### config.mk
export PLATFORM = sky130hd
export DESIGN_NAME = registers_mp
export DESIGN_NICKNAME = d
export VERILOG_FILES = /design/src/rtl/registers_mp.sv
export SDC_FILE = /design/constraint.sdc
export NUM_CORES = 2
export LEC_CHECK = 0
export BUFFER_PORTS_ARGS = -buffer_cell sky130_fd_sc_hd__buf_2
export CAP_MARGIN = 30
export CORE_MARGIN = 2
export CORE_UTILIZATION = 50
export DETAILED_ROUTE_END_ITERATION = 16
export PLACE_DENSITY = 0.66
export SETUP_SLACK_MARGIN = 0.4
export SLEW_MARGIN = 20
export SYNTH_ARGS = -nofsm -noshare
export SYNTH_HDL_FRONTEND = slang
export SYNTH_SLANG_ARGS = --single-unit
### constraint.sdc
create_clock -name clk_w_i -period 2.12 [get_ports clk_w_i]
set_clock_uncertainty 0.05 [all_clocks]
set_input_delay 0 -clock clk_w_i [delete_from_list [all_inputs] [get_ports clk_w_i]]
set_output_delay 0 -clock clk_w_i [all_outputs]
set_load 0.02 [all_outputs]
### src/rtl/registers_mp.sv
// registers_mp: multi-port integer register file with two write lanes
// (ALU = port A, LSU = port B), combinational read ports, optional
// write-to-read bypass and a per-register busy scoreboard for decode stalls.
module registers_mp #(
    parameter int unsigned DATA_W   = 32,
    parameter int unsigned ADDR_W   = 5,
    parameter int unsigned NUM_RD   = 2,
    parameter bit          BYPASS   = 1'b1,
    parameter bit          ZERO_REG = 1'b1,
    localparam int unsigned DEPTH   = 1 << ADDR_W
) (
    input  logic                     clk_w_i,
    input  logic                     res_w_i_l,
    input  logic [NUM_RD*ADDR_W-1:0] rd_reg_w_i,
    output logic [NUM_RD*DATA_W-1:0] rd_data_w_o,
    output logic [NUM_RD-1:0]        rd_busy_w_o,
    input  logic [ADDR_W-1:0]        wr_reg_a_w_i,
    input  logic [DATA_W-1:0]        wr_data_a_w_i,
    input  logic                     reg_wr_flag_a_w_i,
    input  logic [ADDR_W-1:0]        wr_reg_b_w_i,
    input  logic [DATA_W-1:0]        wr_data_b_w_i,
    input  logic                     reg_wr_flag_b_w_i,
    input  logic                     busy_set_flag_w_i,
    input  logic [ADDR_W-1:0]        busy_set_reg_w_i,
    output logic [DEPTH-1:0]         busy_vec_w_o
);

    logic [DATA_W-1:0] mem_r [DEPTH];
    logic [DEPTH-1:0]  busy_r;
    logic [DEPTH-1:0]  busy_nxt_s;
    logic              wr_a_en_s;
    logic              wr_b_en_s;

    // Qualify storage writes: the hardwired zero register is never written.
    always_comb begin
        wr_a_en_s = 1'b0;
        wr_b_en_s = 1'b0;
        if (ZERO_REG && (wr_reg_a_w_i == {ADDR_W{1'b0}})) begin
            wr_a_en_s = 1'b0;
        end else begin
            wr_a_en_s = reg_wr_flag_a_w_i;
        end
        if (ZERO_REG && (wr_reg_b_w_i == {ADDR_W{1'b0}})) begin
            wr_b_en_s = 1'b0;
        end else begin
            wr_b_en_s = reg_wr_flag_b_w_i;
        end
    end

    // Register storage; port B is applied last so it wins an address collision.
    always_ff @(posedge clk_w_i or negedge res_w_i_l) begin
        if (!res_w_i_l) begin
            for (int unsigned n = 0; n < DEPTH; n++) begin
                mem_r[n] <= {DATA_W{1'b0}};
            end
        end else begin
            if (wr_a_en_s) begin
                mem_r[wr_reg_a_w_i] <= wr_data_a_w_i;
            end
            if (wr_b_en_s) begin
                mem_r[wr_reg_b_w_i] <= wr_data_b_w_i;
            end
        end
    end

    // Next scoreboard state: a new producer (set) overrides a retiring one (clear).
    always_comb begin
        busy_nxt_s = busy_r;
        for (int unsigned n = 0; n < DEPTH; n++) begin
            if (busy_set_flag_w_i && (busy_set_reg_w_i == ADDR_W'(n))) begin
                busy_nxt_s[n] = 1'b1;
            end else if ((reg_wr_flag_a_w_i && (wr_reg_a_w_i == ADDR_W'(n))) ||
                         (reg_wr_flag_b_w_i && (wr_reg_b_w_i == ADDR_W'(n)))) begin
                busy_nxt_s[n] = 1'b0;
            end else begin
                busy_nxt_s[n] = busy_r[n];
            end
        end
        if (ZERO_REG) begin
            busy_nxt_s[0] = 1'b0;
        end else begin
            busy_nxt_s[0] = busy_nxt_s[0];
        end
    end

    // Registered busy scoreboard.
    always_ff @(posedge clk_w_i or negedge res_w_i_l) begin
        if (!res_w_i_l) begin
            busy_r <= {DEPTH{1'b0}};
        end else begin
            busy_r <= busy_nxt_s;
        end
    end

    assign busy_vec_w_o = busy_r;

    // Combinational read ports with optional same-cycle bypass (B over A);
    // outputs are forced to zero while reset is held.
    always_comb begin
        logic [ADDR_W-1:0] addr_v;
        logic [DATA_W-1:0] val_v;
        rd_data_w_o = {(NUM_RD*DATA_W){1'b0}};
        rd_busy_w_o = {NUM_RD{1'b0}};
        addr_v      = {ADDR_W{1'b0}};
        val_v       = {DATA_W{1'b0}};
        for (int unsigned k = 0; k < NUM_RD; k++) begin
            addr_v = rd_reg_w_i[k*ADDR_W +: ADDR_W];
            if (BYPASS && reg_wr_flag_b_w_i && (wr_reg_b_w_i == addr_v)) begin
                val_v = wr_data_b_w_i;
            end else if (BYPASS && reg_wr_flag_a_w_i && (wr_reg_a_w_i == addr_v)) begin
                val_v = wr_data_a_w_i;
            end else begin
                val_v = mem_r[addr_v];
            end
            if (!res_w_i_l || (ZERO_REG && (addr_v == {ADDR_W{1'b0}}))) begin
                val_v = {DATA_W{1'b0}};
            end else begin
                val_v = val_v;
            end
            rd_data_w_o[k*DATA_W +: DATA_W] = val_v;
            if (res_w_i_l) begin
                rd_busy_w_o[k] = busy_r[addr_v];
            end else begin
                rd_busy_w_o[k] = 1'b0;
            end
        end
    end

endmodule

==> metrics.cfg <==
[outcome]
status=complete, but fails checks
violations=negative setup slack

[worst_setup_path]
rr_worst_depth=4
cp-start-kind=flop
r2r-end=mem_r[386]
endpoint_kind=output port
path_class=flop to output port
crit_fanout=2
critPathRequiredTime_ns=2.07
crit_arrival_ns=2.93
crit-reg2reg-launch=mem_r[386]
crit_start=mem_r[381]
rrSetupSlack_ns=0.54
worstSetupEndpoint=rd_data_w_o[29]

[global_route]
grt-ovfl-total=0
antenna_found_initial=25
grt_pass1_vias=62300
grt_util_all_layers_pct=45.0
grt_max_degree=177
grt_pass1_wl_mm=447

[sta]
rsz0062_at_grt=true
period_share_pct=141
finalMaxSlewViolations=0
slew_headroom_pct=28.6
max_freq_mhz=336
timing.final.hold_violations=0
period_needed_ns=2.98
worst_pin_slew_ns=1.07
finalWorstSetupSlack_ns=-0.860
fin_setup_tns_ns=-38.98
finalSetupViolCount=66

[power]
clkPwrFrac_pct=30.8
p_sw_share_pct=32.8
seqPwrFrac_pct=40.5
power_switching_mw=23.9
p_per_area_nw_per_um2=885
p_int_mw=49.0
power_mw=72.9
combPwrFrac_pct=28.7
p_leak_nw=36.5
irDropWorstVdd_mv=0.753

[placement]
port_buffers=190
dp_hpwl_mm=207
pre_cts_ws_ns=-0.833
gp_congestion=1.03

[min_path]
hp-start=wr_reg_b_w_i[3]
hold_path_class=input pin to flop

[synth]
yosysSeqAreaShare_pct=39.3
synthesis.nets=7233
synth.distinct_cells=64
synth_ff_type=dfrtp_1
ys_ff_latch=1055
syn_area_um2=67200
synthArstFlopShare_pct=100
synth_edf_count=0
ys_warn_count=0
syn_inst=7139
syn_avg_cell_area_um2=9.41

[job]
drv_cap=0

[detailed_routing]
ant_nets=0
wl_per_cell_um=33.8
dr.pass1.iters=7
drtIter0Drc=10800
drc_errors=0
viasPerCell=7.07
postRouteWirelength_mm=316
dr_total_vias=66000

[finish]
final_nets=7551
drive_gt1_share_pct=27.7
area_growth_pct=22.6

[clock_network]
htreeDepth=3
clock-sinks=1055
cts.clk_slew.worst_paths_ns=0.06
clkLatencyLatePin_ns=0.76
cts_tree=built
cts_buffer_depth=3
cts_made_buffers=119
root_buffer=clkbuf_16

[floorplan]
die_y_um=371
dieArea_um2=137000
start_util_pct=50.3
core.rowCount=134
core_area_um2=133000
ios=192
die_w_um=371

-- cell families (layout without fill, tap and decap cells) --
| group | after synthesis | in the layout | synth area share, % |
|---|---|---|---|
| buffers and inverters | 951 | 1371 | 6.11 |
| and+or+nand+nor | 1770 | 1770 | 11.5 |
| DFF | 1055 | 1055 | 39.3 |
| other | 1 | 16 | 0.00558 |
| muxes | 1278 | 1278 | 24.9 |
| AOI/OAI and AO/OA | 2064 | 2064 | 18.0 |
| xor gates and xnor gates | 20 | 20 | 0.261 |
-- power by group through the flow --
stage | logic, mW | clock network [mW] | registers (mW)
final | 20.9 | 22.5 | 29.5
after global routing | 22.1 | 23.2 | 30.0
after CTS | 19.9 | 22.4 | 29.3
after detailed placement | 18.8 | 0 | 29.6
after global placement | 18.3 | 0 | 29.3
after floorplan | 12.8 | 0 | 28.3
-- cell usage in the layout (no fill, tap or decap), types with 202 or more instances in the layout --
cell / instances
nor2_1: 676
nand2_1: 534
buf_12: 202
mux2_2: 315
a21oi_1: 901
dfrtp_1: 1044
o21ai_0: 342
mux4_2: 282
o21ai_1: 239
mux2i_1: 674
buf_4: 602
nor3_1: 261
-- final cells by class --
class | count | area (µm²)
diodes | 15 | 37.5
flip-flops and latches | 1055 | 26400
fillers | 10800 | 51100
well taps | 1768 | 2210
inverters | 50 | 188
clock inverters | 48 | 573
clock buffers | 175 | 3640
multi-input cells | 5133 | 38100
repair buffers | 1098 | 11100
-- how the worst min path moves through the flow --
stage                       endpoint  cells past startpoint
global placement          mem_r[906]                      2
finish              busy_vec_w_o[18]                      7
CTS                       mem_r[824]                      3
global route        busy_vec_w_o[16]                      7
detailed placement        mem_r[906]                      2
floorplan           busy_vec_w_o[10]                      0
-- timing repair --
action,4_1_cts,5_1_grt
setup buffers,30,26
resized for setup,210,86
gates cloned,0,4
pin swaps,131,91
hold endpoints to repair,1594,19
hold buffers,95,1
setup endpoints to repair,66,586
-- registers in the layout, summed over array words and instances, names as in the netlist --
register,count
busy_vec_w_o,31
mem_r,1024
-- cells in the mapped netlist, types with 10 or more instances --
master	instances	area, µm²
dfrtp_1	1055	26400
and2_1	35	219
clkbuf_1	651	2440
a211oi_1	62	465
buf_4	29	218
buf_2	132	661
a32oi_1	81	709
and3_1	10	62.6
a32o_1	27	270
nand2b_1	16	100
nand4_1	36	225
inv_1	50	188
xnor2_1	12	105
o221ai_1	31	272
mux2_2	320	3600
nor2_1	697	2620
o21ai_0	343	1720
buf_1	55	206
o22ai_1	93	582
nand2_4	10	113
o31ai_1	26	195
a21oi_1	901	4510
a221o_1	31	310
a211o_1	30	263
a22oi_1	120	901
buf_6	33	372
mux4_2	282	6350
o211ai_1	31	233
o21ai_1	238	1190
a22o_1	37	324
nand2_1	551	2070
mux2i_1	674	6750
nor2b_1	76	475
nor3_1	285	1430
-- metal layers --
layer | up-vias | part of all wire (%) | GRT usage [%]
met5 | - | 0.10 | 0
met4 | 32 | 7.6 | 28.0
met3 | 1454 | 17 | 20.3
met2 | 5976 | 40 | 61.2
met1 | 32000 | 35 | 58.0
li1 | 26600 | - | -
-- stage by stage --
| stage | std cells | utilization, % | hold slack, ns | instance area (µm²) |
|---|---|---|---|---|
| 6_report | 9342 | 61.7 | 0.0584 | 82400 |
| 5_1_grt | 9329 | 61.7 | 0.0791 | 82300 |
| 4_1_cts | 9295 | 61.1 | -0.300 | 81600 |
| 3_5_place_dp | 8947 | 56.4 | -0.0179 | 75200 |
| 3_3_place_gp | 8946 | 56.4 | -0.0161 | 75200 |
| 2_1_floorplan | 7139 | - | -0.346 | 67500 |
-- critical path, stage by stage, from the launching register on --
cell	delay, ns
dfrtp_1	0.40
mux4_2	0.48
a22oi_2	0.26
o31ai_2	0.14
nor3_4	0.43
buf_6	0.18
o221ai_4	0.11
buf_6	0.16
(Power assumes the default switching activity.)
